--- src/rtl/instr_encoder.sv ---
// RV32I instruction encoder: decoded fields + signed immediate -> packed word.
// Two-stage valid/ready pipeline (check, pack) with a running byte address tag.
module instr_encoder #(
  parameter logic [31:0] BASE_ADDR = 32'h0000_0000,
  parameter int          ADDR_W    = 32,
  parameter logic [31:0] NOP_WORD  = 32'h0000_0013
) (
  input  logic              clk,
  input  logic              rst,
  input  logic              restart,
  input  logic              in_valid,
  output logic              in_ready,
  input  logic [2:0]        fmt,
  input  logic [6:0]        opcode,
  input  logic [2:0]        funct3,
  input  logic [6:0]        funct7,
  input  logic [4:0]        rd,
  input  logic [4:0]        rs1,
  input  logic [4:0]        rs2,
  input  logic [31:0]       imm,
  output logic              out_valid,
  input  logic              out_ready,
  output logic [31:0]       out_instr,
  output logic [ADDR_W-1:0] out_addr,
  output logic              out_err,
  output logic [7:0]        err_count
);

  typedef enum logic [2:0] {
    FMT_R  = 3'd0,
    FMT_I  = 3'd1,
    FMT_S  = 3'd2,
    FMT_B  = 3'd3,
    FMT_U  = 3'd4,
    FMT_J  = 3'd5,
    FMT_X6 = 3'd6,
    FMT_X7 = 3'd7
  } fmt_e;

  localparam logic [ADDR_W-1:0] ADDR_RST = ADDR_W'(BASE_ADDR);

  // stage 1 state
  logic        s1_valid_q, s1_valid_d;
  fmt_e        s1_fmt_q, s1_fmt_d;
  logic [6:0]  s1_opc_q, s1_opc_d;
  logic [2:0]  s1_f3_q, s1_f3_d;
  logic [6:0]  s1_f7_q, s1_f7_d;
  logic [4:0]  s1_rd_q, s1_rd_d;
  logic [4:0]  s1_rs1_q, s1_rs1_d;
  logic [4:0]  s1_rs2_q, s1_rs2_d;
  logic [31:0] s1_imm_q, s1_imm_d;
  logic        s1_legal_q, s1_legal_d;

  // stage 2 / output state
  logic              s2_valid_q, s2_valid_d;
  logic [31:0]       instr_q, instr_d;
  logic              err_q, err_d;
  logic [ADDR_W-1:0] addr_q, addr_d;
  logic [7:0]        cnt_q, cnt_d;

  logic        s2_load;
  logic        in_fire;
  logic        out_fire;
  logic        legal;
  logic [31:0] pack_word;
  logic signed [31:0] imm_s;

  assign imm_s    = $signed(imm);
  assign s2_load  = !s2_valid_q || out_ready;
  assign in_ready = !s1_valid_q || s2_load;
  assign in_fire  = in_valid && in_ready && !restart;
  assign out_fire = s2_valid_q && out_ready && !restart;

  always_comb begin
    legal = 1'b0;
    case (fmt_e'(fmt))
      FMT_R: legal = 1'b1;
      FMT_I, FMT_S:
        legal = (imm_s >= -32'sd2048) && (imm_s <= 32'sd2047);
      FMT_B:
        legal = (imm_s >= -32'sd4096) && (imm_s <= 32'sd4094)
                && !imm[0];
      FMT_J:
        legal = (imm_s >= -32'sd1048576) && (imm_s <= 32'sd1048574)
                && !imm[0];
      FMT_U: legal = (imm[11:0] == 12'h000);
      default: legal = 1'b0;
    endcase
  end

  // Illegal words fall through to NOP_WORD.
  always_comb begin
    pack_word = NOP_WORD;
    if (s1_legal_q) begin
      case (s1_fmt_q)
        FMT_R: pack_word = {s1_f7_q, s1_rs2_q, s1_rs1_q,
                            s1_f3_q, s1_rd_q, s1_opc_q};
        FMT_I: pack_word = {s1_imm_q[11:0], s1_rs1_q,
                            s1_f3_q, s1_rd_q, s1_opc_q};
        FMT_S: pack_word = {s1_imm_q[11:5], s1_rs2_q, s1_rs1_q,
                            s1_f3_q, s1_imm_q[4:0], s1_opc_q};
        FMT_B: pack_word = {s1_imm_q[12], s1_imm_q[10:5],
                            s1_rs2_q, s1_rs1_q, s1_f3_q,
                            s1_imm_q[4:1], s1_imm_q[11], s1_opc_q};
        FMT_U: pack_word = {s1_imm_q[31:12], s1_rd_q, s1_opc_q};
        FMT_J: pack_word = {s1_imm_q[20], s1_imm_q[10:1],
                            s1_imm_q[11], s1_imm_q[19:12],
                            s1_rd_q, s1_opc_q};
        default: pack_word = NOP_WORD;
      endcase
    end
  end

  always_comb begin
    s1_valid_d = s1_valid_q;
    s1_fmt_d   = s1_fmt_q;
    s1_opc_d   = s1_opc_q;
    s1_f3_d    = s1_f3_q;
    s1_f7_d    = s1_f7_q;
    s1_rd_d    = s1_rd_q;
    s1_rs1_d   = s1_rs1_q;
    s1_rs2_d   = s1_rs2_q;
    s1_imm_d   = s1_imm_q;
    s1_legal_d = s1_legal_q;
    s2_valid_d = s2_valid_q;
    instr_d    = instr_q;
    err_d      = err_q;
    addr_d     = addr_q;
    cnt_d      = cnt_q;

    if (restart) begin
      s1_valid_d = 1'b0;
      s2_valid_d = 1'b0;
      addr_d     = ADDR_RST;
    end else begin
      if (s2_load) begin
        s2_valid_d = s1_valid_q;
        if (s1_valid_q) begin
          instr_d = pack_word;
          err_d   = !s1_legal_q;
        end
      end
      if (in_ready) begin
        s1_valid_d = in_valid;
      end
      if (in_fire) begin
        s1_fmt_d   = fmt_e'(fmt);
        s1_opc_d   = opcode;
        s1_f3_d    = funct3;
        s1_f7_d    = funct7;
        s1_rd_d    = rd;
        s1_rs1_d   = rs1;
        s1_rs2_d   = rs2;
        s1_imm_d   = imm;
        s1_legal_d = legal;
      end
      if (out_fire) begin
        addr_d = addr_q + ADDR_W'(4);
        if (err_q && cnt_q != 8'hFF) begin
          cnt_d = cnt_q + 8'd1;
        end
      end
    end
  end

  always_ff @(posedge clk or posedge rst) begin
    if (rst) begin
      s1_valid_q <= 1'b0;
      s1_fmt_q   <= FMT_R;
      s1_opc_q   <= '0;
      s1_f3_q    <= '0;
      s1_f7_q    <= '0;
      s1_rd_q    <= '0;
      s1_rs1_q   <= '0;
      s1_rs2_q   <= '0;
      s1_imm_q   <= '0;
      s1_legal_q <= 1'b0;
      s2_valid_q <= 1'b0;
      instr_q    <= '0;
      err_q      <= 1'b0;
      addr_q     <= ADDR_RST;
      cnt_q      <= '0;
    end else begin
      s1_valid_q <= s1_valid_d;
      s1_fmt_q   <= s1_fmt_d;
      s1_opc_q   <= s1_opc_d;
      s1_f3_q    <= s1_f3_d;
      s1_f7_q    <= s1_f7_d;
      s1_rd_q    <= s1_rd_d;
      s1_rs1_q   <= s1_rs1_d;
      s1_rs2_q   <= s1_rs2_d;
      s1_imm_q   <= s1_imm_d;
      s1_legal_q <= s1_legal_d;
      s2_valid_q <= s2_valid_d;
      instr_q    <= instr_d;
      err_q      <= err_d;
      addr_q     <= addr_d;
      cnt_q      <= cnt_d;
    end
  end

  assign out_valid = s2_valid_q;
  assign out_instr = instr_q;
  assign out_err   = err_q;
  assign out_addr  = addr_q;
  assign err_count = cnt_q;

endmodule

--- config.mk ---
export PLATFORM = sky130hd
export DESIGN_NAME = instr_encoder
export DESIGN_NICKNAME = d
export VERILOG_FILES = /design/src/rtl/instr_encoder.sv
export SDC_FILE = /design/constraint.sdc
export NUM_CORES = 1
export LEC_CHECK = 0
export CORE_ASPECT_RATIO = 1.4
export CORE_MARGIN = 4
export CORE_UTILIZATION = 40
export DETAILED_ROUTE_END_ITERATION = 8
export GPL_TIMING_DRIVEN = 0
export MAX_ROUTING_LAYER = met4
export PLACE_DENSITY = 0.7
export SYNTH_ARGS = -nofsm -noshare
export SYNTH_HDL_FRONTEND = slang
export SYNTH_SLANG_ARGS = --single-unit
--- constraint.sdc ---
create_clock -name clk -period 12.29 [get_ports clk]
set_clock_uncertainty 0.15 [all_clocks]
set_input_delay 3.687 -clock clk [delete_from_list [all_inputs] [get_ports clk]]
set_output_delay 3.687 -clock clk [all_outputs]
set_load 0.01 [all_outputs]
# Word-level counts from Yosys, hierarchy flattened
# Index checks and enable logic that the tools add are counted.
[classes] eq_ne=11 magnitude_cmp=6 muxes=9 n_addsub=2 bitwise_logic=1 reduce_logical=27
[ops] op="$pmux W32 S6" count=1
[ops] op="$mux W32" count=3
[ops] op="$add A32 B3 Y32 const B" count=1
[ops] op="$ge A32 B12 Y1 const B" count=1
[ops] op="$ge A32 B13 Y1 const B" count=1
[ops] op="$ge A32 B21 Y1 const B" count=1
[ops] op="$le A32 B12 Y1 const B" count=1
[ops] op="$le A32 B13 Y1 const B" count=1
[ops] op="$le A32 B21 Y1 const B" count=1
[ops] op="$eq A3 B2 Y1 const B" count=4
[ops] op="$eq A3 B3 Y1 const B" count=4
[ops] op="$logic_not A12 Y1" count=1
[ops] op="$logic_and A1 B1 Y1" count=10
[ops] op="$add A8 B1 Y8 const B" count=1
[ops] op="$ne A8 B8 Y1 const B" count=1
[ops] op="$eq A3 B1 Y1 const B" count=2
[ops] op="$logic_not A3 Y1" count=2
[ops] op="$reduce_and A3 Y1" count=2
[ops] op="$reduce_bool A2 Y1" count=3
[ops] op="$logic_not A1 Y1" count=5
[ops] op="$pmux W1 S5" count=1
[ops] op="$mux W1" count=4
[ops] op="$logic_or A1 B1 Y1" count=2
[ops] op="$reduce_and A2 Y1" count=1
[ops] op="2 further kinds" count=2
[totals] word_cells=71 input_bits=72 regBits=143

# Depth between registers and ports, before layout
[depth] word_depth=6 ltp_mapped=7 depth_no_buf=6

# Least setup slack after synthesis
# Ideal clock, no wire load.
[synth_path] path_kind="input port to output port" from="input port out_ready" to="output port in_ready" cell_stages=2 path_buffers=0 setup_slack_ns=4.416 arrival_ns=4.037 required_time_ns=8.453 path_cell_list="nor2b_1 > nand2_1"
[synth_between] elab_chain_cells=2
[synth_rtl] item="from (decl)" line_no="22" text="input logic out_ready,"
[synth_rtl] item="$logic_or A1 B1 Y1" line_no="69" text="assign s2_load = !s2_valid_q || out_ready;"
[synth_rtl] item="$logic_or A1 B1 Y1" line_no="70" text="assign in_ready = !s1_valid_q || s2_load;"
[synth_rtl] item="to (decl)" line_no="12" text="output logic in_ready,"
# Every way passes these cells.

# Worst setup path after layout
# Ends and elaborated chain as after synthesis.

==> results.yml <==
outcome:
  status: "complete, no violations"
layout:
  nNetsFinal: 804
  seqCellArea_um2: 3530
  multiInputGateArea_um2: 2650
  final_layout_size_suffix_gt1_share_pct: 16.8
  n_antenna_cell: 0
  nFillCells: 1376
  syn_to_final_growth_pct: 36.0
  utilization_pct: 55.7
pwr:
  clkPwrFrac_pct: 40.6
  vdd_drop_max_mv: 0.0912
  pwr_density_cell_nw_per_um2: 147
  p_seq_share_pct: 42.9
  p_switching_mw: 0.328
  intPower_mw: 0.952
  combinationalPowerShare_pct: 16.5
  switching_share_pct: 25.6
  power_leakage_nw: 3.59
critical_path:
  crit_family: "buffers and inverters"
  cp.depth: 4
  start_kind: "primary input"
  crit_path_frequent_cell: "clkdlybuf4s50_1"
  required_ns: 8.45
  rr_worst_depth: 5
  endpoint_kind: "output pin"
  worstPathBufferInverterCount: 2
  critPathSlowestCell: "clkdlybuf4s50_1"
  max_stage_delay_ns: 0.50
  crit_arrival_ns: 5.14
  critical_path_class: "primary input to output pin"
  critical_path.cell_chain: "clkdlybuf4s50_1 -> nor2b_1 -> nand2_1 -> clkdlybuf4s50_1"
  worst-path-max-fanout: 5
clock_network:
  clk_latency_ns: 0.41
  clk_pin_slew_ns: 0.06
  cts_max_level: 4
  cts_resized: 0
  clock_path_buffers: 2
  cts_buffers: 17
  root_buffer: "clkbuf_16"
  holdBufCountCts: 0
  postCtsSetupBuffers: 0
  cts_tree: "done"
  clock_sinks: 141
sta:
  tightest_slew_ns: 0.851
  finalCriticalPeriod_ns: 8.97
  finalHoldViolCount: 0
  hold-worst-slack_ns: 0.335
  setup_violations: 0
  fmax_mhz: 111
  period_share_pct: 73.0
  max_slew_margin_pct: 43.1
  fin_tns_setup_ns: 0
  finalMaxSlewViolations: 0
  rsz0062_at_grt: "no"
yosys:
  yosys_warnings: 0
  avgSynthCellArea_um2: 11.3
  synth_edf_count: 0
  netlist_area_um2: 6420
  synth_seq_area_share_pct: 55.0
  ys_ff_latch: 141
  async_flop_share_pct: 100
  synth-main-ff-cell: "dfrtp_1"
  synth_cell_types: 52
  syn_inst: 566
grt:
  track_usage_pct: 19.9
  grt-ovfl-total: 0
  grt_pass1_vias: 5387
  antenna_found_initial: 0
  grt_pass1_wl_um: 27500
  grt_max_degree: 91
route:
  drt-initial-drc-count: 265
  drc: 0
  drtPass1Iterations: 4
  num_vias: 5112
  via_per_inst: 5.44
  wirelength_um: 17100
  wire_per_inst_um: 18.2
  antenna_left: 0
placed_design:
  gp_congestion: 0.917
  portBuffers: 143
  dp_hpwl_um: 12800
floorplanning:
  core_um2: 15700
  chipHeight_um: 158
  io_pins: 147
  die_w_um: 115
  die-area_um2: 18200
  core.rowCount: 54
  initial_utilization_pct: 40.9
hold_path:
  hold_class: "flip-flop to flip-flop"
  hold_path_depth: 1
flow_run:
  cap_violations: 0
## area by class of cell
class	instances	area share, %
multi-input cells	372	30.4
well taps	196	2.81
flip-flops and latches	141	40.4
inverters	20	0.918
repair buffers	144	16.7
clock inverters	13	1.89
clock buffers	19	4.96
plain buffers	34	1.91
## logic make-up (layout without fill, tap and decap cells)
logic type | Yosys count | in the layout | synth area share, %
compound gates | 91 | 91 | 9.19
xor+xnor | 33 | 33 | 4.50
fa+ha+maj | 2 | 2 | 0.390
buf+inv | 54 | 230 | 3.76
flops | 141 | 141 | 55.0
mux | 75 | 75 | 13.1
other cells | 1 | 2 | 0.0584
simple gates | 169 | 169 | 14.0
## registers in the layout (all words and copies together), names as in the netlist, 3 cells and up
name,cells
s1_imm_q,32
out_instr,32
s1_f3_q,3
s1_fmt_q,3
s1_rs1_q,5
s1_rs2_q,5
err_count,8
out_addr,30
s1_f7_q,7
s1_opc_q,7
s1_rd_q,5
## cell usage in the layout (no fill, tap or decap), types with 3 or more instances in the layout
cell type | netlist | layout
a21oi_1 | 20 | 20
mux2_2 | 74 | 74
nand4_1 | 10 | 10
a22oi_1 | 11 | 11
xnor2_1 | 29 | 29
o22ai_1 | 8 | 8
inv_6 | 0 | 4
xor2_1 | 4 | 4
nand3_1 | 15 | 15
inv_1 | 20 | 19
a22o_1 | 14 | 14
buf_2 | 6 | 6
clkbuf_1 | 22 | 24
clkinv_4 | 0 | 3
clkdlybuf4s50_1 | 0 | 143
clkbuf_16 | 0 | 17
and3_1 | 4 | 4
clkinv_2 | 0 | 3
o21ai_0 | 24 | 24
nor4_4 | 3 | 3
and2_1 | 3 | 3
or3_1 | 4 | 4
dfrtp_1 | 141 | 141
nor3_1 | 10 | 10
o22a_1 | 3 | 3
nand2_1 | 49 | 49
nor3b_1 | 7 | 7
nor2_1 | 36 | 36
nand2b_1 | 3 | 3
bufinv_16 | 0 | 3
nor4_1 | 12 | 12
## path summary, 6_finish.rpt
check	start	endpoint	slack (ns)
max in group asynchronous	rst	s1_imm_q[17]$_DFFE_PP0P_	7.66
worst max-delay path	out_ready	in_ready	3.32
min in group asynchronous	rst	out_addr[9]$_DFFE_PP0N_	3.54
worst min register to register	s1_opc_q[4]$_DFFE_PP0P_	out_instr[4]$_DFFE_PP0P_	0.34
worst min-delay path	s1_opc_q[4]$_DFFE_PP0P_	out_instr[4]$_DFFE_PP0P_	0.34
worst max register to register	out_valid$_DFFE_PP0P_	out_instr[24]$_DFFE_PP0P_	9.65
## layer usage
layer	track usage, %	part of all wire, %	vias up
met1	22.6	39	2580
met3	4.21	5.6	23
met4	6.60	1.6	0
met2	34.8	54	173
li1	-	-	2336
met5	-	0	-
## worst reg2reg max path, delay by kind of cell, from the launching register on
kind            cells  cell delay, ns
flops               1            0.43
buf+inv             1            0.34
compound gates      1            0.25
simple gates        3            1.38
## power by group through the flow
stage / registers (mW) / logic (mW) / clock network, mW
5_1_grt: 0.555 / 0.232 / 0.548
4_1_cts: 0.550 / 0.215 / 0.529
6_report: 0.549 / 0.212 / 0.519
2_1_floorplan: 0.556 / 0.109 / 0
3_5_place_dp: 0.558 / 0.214 / 0
3_3_place_gp: 0.555 / 0.207 / 0
## Yosys cell counts (3+ instances only)
cell type	instances	area, um^2
nor4_4	3	63.8
clkbuf_1	22	82.6
a21oi_1	20	100
nor3b_1	7	52.6
nor2_1	36	135
nand3_1	15	75.1
buf_2	6	30.0
xnor2_1	29	254
nand4_1	10	62.6
mux2_2	74	833
a22oi_1	11	82.6
or3_1	4	25.0
nand2b_1	3	18.8
and3_1	4	25.0
a22o_1	14	123
nor3_1	10	50.1
nor4_1	12	75.1
inv_1	20	75.1
dfrtp_1	141	3530
and2_1	3	18.8
o22a_1	3	26.3
nand2_1	49	184
xor2_1	4	35.0
o22ai_1	8	50.1
o21ai_0	24	120
## metrics by stage
step / power (mW) / setup slack (ns) / cells / area [um^2]
after floorplan: 0.665 / 4.42 / 567 / 6420
after global placement: 0.762 / 2.86 / 906 / 8100
after detailed placement: 0.771 / 3.34 / 907 / 8130
after CTS: 1.29 / 3.33 / 939 / 8730
after global routing: 1.33 / 3.25 / 939 / 8730
final: 1.28 / 3.32 / 939 / 8730
(Power assumes the default switching activity.)
